### src/rtl/serial_add_seq.sv
// serial_add_seq: bit-serial unsigned adder that uses an external full adder.
// A start in IDLE captures both operands and the carry-in. Each RUN cycle then
// presents one operand bit pair and the running carry to the full adder, LSB
// first. The returned sum bit is collected, and the returned carry is kept for
// the next bit. After WIDTH bits the result is latched into sum_out/cout_out,
// and done pulses for the one DONE cycle.
//
// state | meaning
// IDLE  | waiting for start; results held
// RUN   | one full-adder evaluation per clock, LSB first
// DONE  | result latched, done pulse; back to IDLE next edge
module serial_add_seq #(
    parameter int WIDTH = 8
) (
    input  logic             clk,
    input  logic             rst,
    input  logic             start,
    input  logic [WIDTH-1:0] a_in,
    input  logic [WIDTH-1:0] b_in,
    input  logic             cin_in,
    output logic             fa_a,
    output logic             fa_b,
    output logic             fa_cin,
    input  logic             fa_s,
    input  logic             fa_cout,
    output logic             busy,
    output logic             done,
    output logic [WIDTH-1:0] sum_out,
    output logic             cout_out
);

    // The counter only has to reach WIDTH-1, so clog2(WIDTH) bits are enough.
    localparam int CW = (WIDTH > 1) ? $clog2(WIDTH) : 1;
    localparam logic [CW-1:0] LAST_BIT = CW'(WIDTH - 1);

    typedef enum logic [1:0] {
        IDLE = 2'd0,
        RUN  = 2'd1,
        DONE = 2'd2
    } state_t;

    state_t           state_q;
    logic [WIDTH-1:0] a_sh_q;
    logic [WIDTH-1:0] b_sh_q;
    logic [WIDTH-1:0] sum_sh_q;
    logic [WIDTH-1:0] sum_q;
    logic             carry_q;
    logic             cout_q;
    logic             busy_q;
    logic             done_q;
    logic [CW-1:0]    cnt_q;

    logic [WIDTH-1:0] a_sh_d;
    logic [WIDTH-1:0] b_sh_d;
    logic [WIDTH-1:0] sum_sh_d;
    logic [CW-1:0]    cnt_d;
    logic             in_run;

    // Next values of the datapath for one RUN step. The sum enters at the MSB,
    // so after WIDTH shifts the first (LSB) result bit sits at bit 0.
    always_comb begin
        a_sh_d   = a_sh_q >> 1;
        b_sh_d   = b_sh_q >> 1;
        sum_sh_d = {fa_s, sum_sh_q[WIDTH-1:1]};
        cnt_d    = cnt_q + CW'(1);
    end

    // Full-adder inputs are combinational from the operand LSBs and the carry.
    // They are forced to 0 outside RUN, so the external adder sees quiet inputs.
    assign in_run = (state_q == RUN);
    assign fa_a   = in_run & a_sh_q[0];
    assign fa_b   = in_run & b_sh_q[0];
    assign fa_cin = in_run & carry_q;

    // Sequencer: the state, the datapath registers and the registered status outputs.
    always_ff @(posedge clk or posedge rst) begin
        if (rst) begin
            state_q  <= IDLE;
            a_sh_q   <= '0;
            b_sh_q   <= '0;
            sum_sh_q <= '0;
            sum_q    <= '0;
            carry_q  <= 1'b0;
            cout_q   <= 1'b0;
            busy_q   <= 1'b0;
            done_q   <= 1'b0;
            cnt_q    <= '0;
        end else begin
            case (state_q)
                IDLE: begin
                    if (start) begin
                        a_sh_q   <= a_in;
                        b_sh_q   <= b_in;
                        sum_sh_q <= '0;
                        carry_q  <= cin_in;
                        cnt_q    <= '0;
                        busy_q   <= 1'b1;
                        state_q  <= RUN;
                    end
                end
                RUN: begin
                    a_sh_q   <= a_sh_d;
                    b_sh_q   <= b_sh_d;
                    sum_sh_q <= sum_sh_d;
                    carry_q  <= fa_cout;
                    cnt_q    <= cnt_d;
                    if (cnt_q == LAST_BIT) begin
                        sum_q   <= sum_sh_d;
                        cout_q  <= fa_cout;
                        done_q  <= 1'b1;
                        state_q <= DONE;
                    end
                end
                DONE: begin
                    // busy stays high through this cycle and drops with the return to IDLE.
                    done_q  <= 1'b0;
                    busy_q  <= 1'b0;
                    state_q <= IDLE;
                end
                default: begin
                    done_q  <= 1'b0;
                    busy_q  <= 1'b0;
                    state_q <= IDLE;
                end
            endcase
        end
    end

    assign busy     = busy_q;
    assign done     = done_q;
    assign sum_out  = sum_q;
    assign cout_out = cout_q;

endmodule

### config.mk
export PLATFORM = sky130hd
export DESIGN_NAME = serial_add_seq
export DESIGN_NICKNAME = d
export VERILOG_FILES = /design/src/rtl/serial_add_seq.sv
export SDC_FILE = /design/constraint.sdc
export NUM_CORES = 1
export LEC_CHECK = 0
export CAP_MARGIN = 15
export CORE_MARGIN = 2
export CORE_UTILIZATION = 53
export DETAILED_ROUTE_END_ITERATION = 10
export DONT_BUFFER_PORTS = 1
export PLACE_DENSITY_LB_ADDON = 0.3
export SLEW_MARGIN = 20
export SYNTH_ARGS = -nofsm -noshare
export SYNTH_HDL_FRONTEND = slang
export SYNTH_SLANG_ARGS = --single-unit
### constraint.sdc
create_clock -name clk -period 2.5 [get_ports clk]
set_clock_uncertainty 0.1 [all_clocks]
set_input_delay 0.375 -clock clk [delete_from_list [all_inputs] [get_ports clk]]
set_output_delay 0.375 -clock clk [all_outputs]
set_load 0.1 [all_outputs]
; Word-level counts from Yosys, hierarchy flattened
; Index checks and enable logic that the tools add are counted.
[totals]
in_bits = 22
ff_bits = 41
out_inout_bits = 14
[op_classes]
reduce_logical = 7
bitwise = 5
muxes = 17
eq_ne = 4
n_addsub = 1
[op_table]
columns = operator, n
row1 = one-hot mux 8 bit (2 select lines), 3
row2 = 2-to-1 mux 8 bit, 3
row3 = AND reduction 2 bit, 5
row4 = one-hot mux 1 bit (2 select lines), 3
row5 = one-hot mux 3 bit (2 select lines), 1
row6 = 2-to-1 mux 2 bit, 2
row7 = one-hot mux 2 bit (2 select lines), 1
row8 = adder 3 x 1 -> 3 bit (second input constant), 1
row9 = bitwise AND 1 bit, 3
row10 = == test 3 bit (second input constant), 1
row11 = 2-to-1 mux 1 bit, 3
row12 = 2-to-1 mux 3 bit, 1
row13 = == test 2 x 1 -> 1 bit (second input constant), 1
row14 = zero test 2 bit, 1
row15 = != test 2 x 1 -> 1 bit (second input constant), 1
row16 = != test 2 bit (second input constant), 1
row17 = NOT 1 bit, 2
row18 = nonzero test 2 bit, 1

; Longest topological paths before layout
; Gate-level depths: netlist (run 1).
[logic_depth]
ltp_word = 3
depth_mapped = 5

; Least setup slack after synthesis (run 1)
; OpenSTA, ideal clock, no wires.
[synth_path]
path_kind = reg2out
start = reg state_q[1]
end = out fa_a
stages_incl_launch_ff = 5
slack_ns = 0.406
required_ns = 2.025
arrival_ns = 1.619
path_buffers = 2
cell_sequence = dfrtp_1 -> and2b_1 -> buf_4 -> buf_2 -> and2_1
[synth_between]
elab_chain_len = 2
[synth_rtl]
columns = element, line_no
row1 = from (decl), 42  ; state_t state_q;
row2 = from (signal assigned), 78  ; state_q <= IDLE;
row3 = from (signal assigned), 98  ; state_q <= RUN;
row4 = from (signal assigned), 111  ; state_q <= DONE;
row5 = == test 2 x 1 -> 1 bit, 70  ; assign in_run = (state_q == RUN);
row6 = bitwise AND 1 bit, 71  ; assign fa_a = in_run & a_sh_q[0];
row7 = to (decl), 21  ; output logic fa_a,
; No other way between the ends.

; Worst setup path in the final report (run 1)
; Same ends and word-level chain as after synthesis.

==> impl_metrics.toml, run 1 <==
[clock_network]
cts_hold_buf = 1
cts_max_level = 2
ctsRootBufferMaster = "clkbuf_4"
cts_buffer_depth = 2
postCtsSetupBuffers = 0
cts_buffers = 5
clkLatencyLatePin_ns = 0.32
clock-sinks = 40
path_clk_slew_ns = 0.11
cts_tree = "done"
cts_resized = 0

[setup_path]
rr_startpoint = "state_q[0]"
ff2ff_path_depth = 4
start_kind = "register"
timing.rr.end = "b_sh_q[6]"
crit_path_top_delay_cell = "and2b_1"
critPathMaxFanout = 11
crit_buf_inv = 1
critPathLaunch = "state_q[1]"
path_delay_family = "simple AND/OR/NAND/NOR gates"
critPathKind = "register to output pin"
required_ns = 2.03
r2r_slack_ns = 0.82
critPathMaxStageDelay_ns = 0.45
worst_setup_path_end_kind = "output pin"
cp_cell_sequence = "and2b_1 -> and2_1 -> buf_12"
cp.arrival_ns = 1.60

[sta]
setup_ws_ns = 0.429
rsz0062_at_grt = "false"
setup_violations = 0
hold_violations = 0
holdWs_ns = 0.0706
fin_crit_sh_pct = 82.8
worst_slew_pin_slew_ns = 0.902
layout_min_cycle_time_ns = 2.07
fin_tns_setup_ns = 0
finalMaxSlewViolations = 0
fmax_mhz = 483
slew_headroom_pct = 39.9

[floorplanning]
start_util_pct = 57.0
fp-row-count = 20
ios = 36
die_area_um2 = 3810
chipHeight_um = 61.8
coreArea_um2 = 3100
die_w_um = 61.8

[place]
place_area_um2 = 1870
gp_routability_congestion = 0.751
io_buffers = 0
pre_cts_ws_ns = 0.770
dpl.hpwl_mm = 2.23

[synthesis]
syn_avg_cell_area_um2 = 11.9
synthDistinctLibCells = 27
yosys_warnings = 0
synth_fp_nets = 173
seq_area_frac_synth_pct = 56.6
postSynthCellCount = 149
synth_area_um2 = 1770
synth-seq-cells = 40

[global_route]
grt_use_total_pct = 19.8
grt.overflow.total = 0
antenna_found_initial = 0
grt_max_degree = 29
grt_pass1_wl_mm = 5.42
grt_pass1_vias = 1241

[min_path]
worstHoldStart = "b_in[7]"
hold_depth = 2
hold_class = "primary input to register"
worstHoldEndpoint = "b_sh_q[7]"

[detailed_routing]
drtPass1Iterations = 4
ant_nets = 0
num_vias = 1159
wl_per_cell_um = 15.5
wirelength_mm = 3.12
vias_per_cell = 5.77
drc = 0
drtIter0Drc = 70

[flow_run]
cap_violations = 0

[layout]
syn2layout_area_growth_pct = 10.1
layout.nets = 181
final-seq-area_um2 = 1000
drive_gt1_share_pct = 19.1
multi_input_area_um2 = 684
nFillCells = 271
final_area_um2 = 1950
diodes = 0

[status]
status = "complete, no violations"
## routing by layer
metal	track usage [%]	up-vias	wire length, µm
met5	0	-	0
li1	-	552	-
met4	10.0	0	37
met2	32.9	27	1580
met3	4.55	4	122
met1	24.1	576	1380
## Yosys cell counts, drive strengths merged
cell / instances / share of area, %
o21ai: 10 / 2.8
o221a: 2 / 1.3
and2b: 1 / 0.42
buf: 7 / 2.8
a221o: 5 / 2.8
nand3b: 2 / 0.85
ha: 2 / 1.4
clkbuf: 2 / 0.42
o21bai: 1 / 0.42
nor2b: 5 / 1.8
and2: 3 / 1.1
nand2b: 8 / 3.0
dfrtp: 40 / 57
nor3b: 8 / 3.4
o22a: 4 / 2.0
a21oi: 7 / 2.0
a22o: 9 / 4.5
a221oi: 4 / 2.0
nand2: 9 / 2.3
nor2: 4 / 0.99
mux2: 9 / 5.7
inv: 7 / 1.5
## registers in the layout, summed over array words and instances, names as in the netlist
signal	cells
a_sh_q	8
b_sh_q	8
busy	1
carry_q	1
cnt_q	3
cout_out	1
done	1
state_q	2
sum_out	8
sum_sh_q	7
## cell usage in the layout (no fill, tap or decap)
| master | netlist | layout |
|---|---|---|
| and2_1 | 3 | 3 |
| buf_12 | 0 | 3 |
| dlygate4sd3_1 | 0 | 1 |
| a22o_1 | 9 | 9 |
| nand3b_1 | 2 | 2 |
| o221a_2 | 2 | 2 |
| o21bai_1 | 1 | 1 |
| nand2b_1 | 7 | 7 |
| o22a_1 | 4 | 4 |
| nand2b_2 | 1 | 1 |
| buf_4 | 3 | 6 |
| nor2_1 | 3 | 3 |
| a21oi_1 | 7 | 7 |
| ha_1 | 2 | 2 |
| a221oi_1 | 4 | 4 |
| nor3b_1 | 8 | 8 |
| o21ai_0 | 10 | 10 |
| mux2_2 | 9 | 9 |
| inv_1 | 7 | 7 |
| clkbuf_4 | 0 | 5 |
| nor2_2 | 1 | 1 |
| nor2b_1 | 5 | 5 |
| nand2_4 | 1 | 1 |
| a221o_1 | 5 | 5 |
| and2b_1 | 1 | 1 |
| dfrtp_1 | 40 | 40 |
| nand2_1 | 8 | 8 |
| clkbuf_8 | 0 | 2 |
## through the flow
stage,instances,util [%]
floorplan,149,-
global placement,193,60.3
detailed placement,193,60.3
CTS,201,62.7
global route,201,62.7
finish,201,62.7
## final cells by class
type / count / area share [%]
multi-input cells: 93 / 35.2
inverters: 7 / 1.35
clock buffers: 7 / 3.34
repair buffers: 10 / 5.91
flip-flops and latches: 40 / 51.4
well taps: 44 / 2.83
## kinds of logic (layout without fill, tap and decap cells)
| logic type | after synthesis | after routing | share of synthesized area [%] |
|---|---|---|---|
| muxes | 9 | 9 | 5.73 |
| and+or+nand+nor | 40 | 40 | 13.8 |
| adders and majority gates | 2 | 2 | 1.42 |
| AOI/OAI and AO/OA | 42 | 42 | 17.8 |
| buffers and inverters | 16 | 24 | 4.67 |
| DFF | 40 | 40 | 56.6 |
## worst max path at each step
stage	to	cells past startpoint	slack (ns)
2_1_floorplan	fa_a	4	0.41
3_3_place_gp	fa_a	3	0.80
3_5_place_dp	fa_a	3	0.77
4_1_cts	fa_a	3	0.40
5_1_grt	fa_a	3	0.32
6_report	fa_a	3	0.43
Power of run 1 is not shown: default switching activity piles up to over one toggle a cycle in this logic, so the estimate is an artifact.
==> run 2: changes to the inputs <==
==> constraint.sdc (replaced) <==
create_clock -name clk -period 2.1 [get_ports clk]
set_clock_uncertainty 0.1 [all_clocks]
set_input_delay 0.315 -clock clk [delete_from_list [all_inputs] [get_ports clk]]
set_output_delay 0.315 -clock clk [all_outputs]
set_load 0.1 [all_outputs]
==> run 2 against run 1 <==
Net effect: flip-flop and latch count unchanged; first-iteration DRC count decreased by 7.1%; die area unchanged; non-clock buffer count increased by 5; critical path depth unchanged; final cell count increased by 3.0%; sequential share of layout area decreased by 1.5 points; design area increased by 3.0%; highest routed layer unchanged.
==> impl_metrics.toml, run 2 (synthesis results as in run 1) <==
[setup_path]
required_ns = 1.68
path_delay_family = "simple AND/OR/NAND/NOR gates"
critPathMaxStageDelay_ns = 0.40
critPathLaunch = "state_q[1]"
cp.arrival_ns = 1.49
start_kind = "register"
critPathKind = "register to output pin"
critPathMaxFanout = 11
crit_path_top_delay_cell = "dfrtp_1"
rr_startpoint = "cnt_q[0]"
worst_setup_path_end_kind = "output pin"
cp_cell_sequence = "and2b_2 -> and2_1 -> buf_12"
crit_buf_inv = 1

[floorplanning]
die_w_um = 61.8
die_area_um2 = 3810
fp-row-count = 20
ios = 36
start_util_pct = 57.0
coreArea_um2 = 3100
chipHeight_um = 61.8

[global_route]
antenna_found_initial = 0
grt_pass1_vias = 1189
grt_pass1_wl_mm = 5.57
grt_max_degree = 41
grt_use_total_pct = 20.5
grt.overflow.total = 0

[layout]
layout_commonest_cell = "dfrtp_1"
drive_gt1_share_pct = 20.2
syn2layout_area_growth_pct = 13.4
final_cell_mix = "dfrtp_1 (40), o21ai_0 (10), a22o_1 (9), mux2_2 (9)"
finish.utilization_pct = 64.6
layout.nets = 186
diodes = 0
final_area_um2 = 2000
nFillCells = 266

[sta]
rsz0062_at_grt = "false"
hold_violations = 0
holdWs_ns = 0.0106
fin_crit_sh_pct = 90.9
finalMaxSlewViolations = 0
worst_slew_pin_slew_ns = 0.914
slew_headroom_pct = 39.0
layout_min_cycle_time_ns = 1.91
fmax_mhz = 524
fin_tns_setup_ns = 0
setup_violations = 0

[flow_run]
cap_violations = 0

[place]
gp_routability_congestion = 0.774
dpl.hpwl_mm = 2.28
io_buffers = 0
place_area_um2 = 1890

[detailed_routing]
drc = 0
wirelength_mm = 3.34
num_vias = 1183
wl_per_cell_um = 16.1
ant_nets = 0
drtIter0Drc = 65
vias_per_cell = 5.71
drtPass1Iterations = 4

[clock_network]
cts_buffer_depth = 2
path_clk_slew_ns = 0.12
clkLatencyLatePin_ns = 0.35
cts_buffers = 5
cts_tree = "done"
ctsRootBufferMaster = "clkbuf_4"
clock-sinks = 40
cts_max_level = 2

[status]
status = "complete, no violations"

[min_path]
worstHoldStart = "b_in[7]"
hold_class = "primary input to register"
run 2: changes by cell type in the layout (fill, tap and decap cells not counted):
cell           delta
and2b_1           -1
clkinv_2          +1
clkbuf_8          -2
bufinv_16         +1
clkbuf_1          +1
dlygate4sd3_1     +3
and2b_2           +1
buf_4             +2
run 2: final cells by class:
class / count / area (µm²) / area share, %
well taps: 44 / 55.1 / 2.75
clock buffers: 6 / 41.3 / 2.06
multi-input cells: 93 / 686 / 34.2
flip-flops and latches: 40 / 1000 / 49.9
inverters: 7 / 26.3 / 1.31
clock inverters: 2 / 35.0 / 1.75
repair buffers: 15 / 160 / 7.99
run 2: stage by stage:
step           worst slack (ns)  instances
2_1_floorplan            0.0663        149
3_3_place_gp              0.478        195
3_5_place_dp              0.457        195
4_1_cts                  0.0618        207
5_1_grt                   0.121        207
6_report                  0.190        207
run 2: worst reg2reg max path, delay by kind of cell (launching register included):
kind / cells / cell delay (ns)
DFF: 1 / 0.42
and+or+nand+nor: 1 / 0.17
muxes: 1 / 0.36
adders and majority gates: 2 / 0.45
run 2: repair_timing:
item | CTS | global route
hold buffers | 4 | 0
buffers inserted | 0 | 0
endpoints found under the setup margin | 0 | 2
gates resized for setup | 0 | 1
endpoints found under the hold margin | 44 | 0
run 2: routing by layer:
layer | routed length, µm | track usage [%] | vias to the layer above
li1 | - | - | 564
met1 | 1380 | 26.8 | 581
met2 | 1740 | 32.9 | 31
met3 | 157 | 4.55 | 7
met4 | 59 | 9.12 | 0
met5 | 0 | 0 | -
run 2: path summary, 6_finish.rpt:
kind	endpoint	slack, ns	cells past startpoint
setup / recovery	fa_a	0.19	3
hold / removal	b_sh_q[7]	0.01	2
max in group asynchronous	a_sh_q[1]	1.14	3
setup reg to reg	sum_out[2]	0.50	4
hold reg to reg	a_sh_q[0]	0.42	1
min in group asynchronous	sum_sh_q[3]	0.42	3
Power of run 2 is left out for the same reason.
==> run 3: changes to the inputs <==
==> constraint.sdc (replaced) <==
create_clock -name clk -period 1.9 [get_ports clk]
set_clock_uncertainty 0.1 [all_clocks]
set_input_delay 0.285 -clock clk [delete_from_list [all_inputs] [get_ports clk]]
set_output_delay 0.285 -clock clk [all_outputs]
set_load 0.1 [all_outputs]
==> run 3 against run 2 <==
Net effect: sequential share of layout area down 2.0 points; routed wire length down 4.0%; via count up 2.0%; first-iteration DRC count down 6.2%; count of clock-buffer cells in the layout unchanged; highest routed layer unchanged.
==> impl_metrics.toml, run 3 (synthesis results as in run 1) <==
[sta]
fmax_mhz = 546
finalMaxSlewViolations = 0
layout_min_cycle_time_ns = 1.83
setup_violations = 0
fin_tns_setup_ns = 0
fin_crit_sh_pct = 96.5
rsz0062_at_grt = "false"
holdWs_ns = 0.0554
worst_slew_pin_slew_ns = 0.491
hold_violations = 0
slew_headroom_pct = 67.3

[clock_network]
path_clk_slew_ns = 0.12
ctsRootBufferMaster = "clkbuf_4"
cts_buffers = 5
cts_buffer_depth = 2
cts_tree = "done"
cts_max_level = 2
clock-sinks = 40
clkLatencyLatePin_ns = 0.34

[detailed_routing]
routed.top_layer = "met4"
met1Wirelength_mm = 1.41
wl_per_cell_um = 14.7
drtIter0Drc = 61
vias_per_cell = 5.56
num_vias = 1207
ant_nets = 0
wl_met2_mm = 1.60
wirelength_mm = 3.20
wl_met3_um = 152
drc = 0
drtPass1Iterations = 4

[global_route]
grt_max_degree = 41
grt.overflow.total = 0
grt_pass1_vias = 1128
antenna_found_initial = 0
grt_pass1_wl_mm = 5.22
grt_use_total_pct = 19.1

[setup_path]
start_kind = "register"
r2r_slack_ns = 0.36
required_ns = 1.51
rr_startpoint = "cnt_q[0]"
worst_setup_path_end_kind = "output pin"
critPathKind = "register to output pin"
critPathLaunch = "state_q[1]"
critPathMaxFanout = 12
cp.arrival_ns = 1.45

[place]
post-place-cells = 204
dpl.hpwl_mm = 2.18
gp_routability_congestion = 0.719
io_buffers = 0

[layout]
layout_commonest_cell = "dfrtp_1"
final_cell_mix = "dfrtp_1 (40), buf_4 (17), o21ai_0 (10), a22o_1 (9), mux2_2 (9)"
layout.nets = 196
syn2layout_area_growth_pct = 18.0
diodes = 0
final_cell_count_no_fill = 217
finish.utilization_pct = 67.3
drive_gt1_share_pct = 26.0

[floorplanning]
fp-row-count = 20
ios = 36
die_w_um = 61.8
chipHeight_um = 61.8
coreArea_um2 = 3100
start_util_pct = 57.0
die_area_um2 = 3810

[status]
status = "complete, no violations"

[flow_run]
cap_violations = 0

[min_path]
worstHoldStart = "start"
hold_class = "primary input to register"
run 3: layer usage:
metal	up-vias	GRT usage, %
met3	5	5.80
li1	582	-
met5	-	0
met2	33	29.9
met1	587	25.2
met4	0	6.99
run 3: through the flow:
step | cell area (µm²) | setup slack, ns
2_1_floorplan | 1770 | 0.182
3_3_place_gp | 1960 | 0.287
3_5_place_dp | 1960 | 0.286
4_1_cts | 2090 | 0.0138
5_1_grt | 2090 | 0.0106
6_report | 2090 | 0.0670
run 3: worst paths after layout:
path | end | cells after the start
hold reg to reg | cnt_q[0] | 1
max in group asynchronous | cout_out | 3
min in group asynchronous | b_sh_q[0] | 3
setup / recovery | fa_cin | 3
setup reg to reg | cout_out | 4
hold / removal | a_sh_q[2] | 2
run 3: final cells by class:
| class | count | area, µm² |
|---|---|---|
| repair buffers | 25 | 238 |
| clock inverters | 2 | 35.0 |
| multi-input cells | 93 | 691 |
| well taps | 44 | 55.1 |
| inverters | 7 | 26.3 |
| flip-flops and latches | 40 | 1000 |
| clock buffers | 6 | 41.3 |
| fillers | 264 | 1020 |
run 3: repair_timing:
action	in CTS	in global routing
pin swaps	0	0
setup endpoints to repair	3	3
gates resized for setup	1	1
setup buffers	0	0
endpoints found under the hold margin	46	0
hold buffers	5	0
run 3: worst max-delay path: stages, from the launching register on:
cell	delay, ns
dfrtp_1	0.39
and2b_4	0.34
and2_2	0.20
buf_12	0.17
Power of run 3 is left out for the same reason.
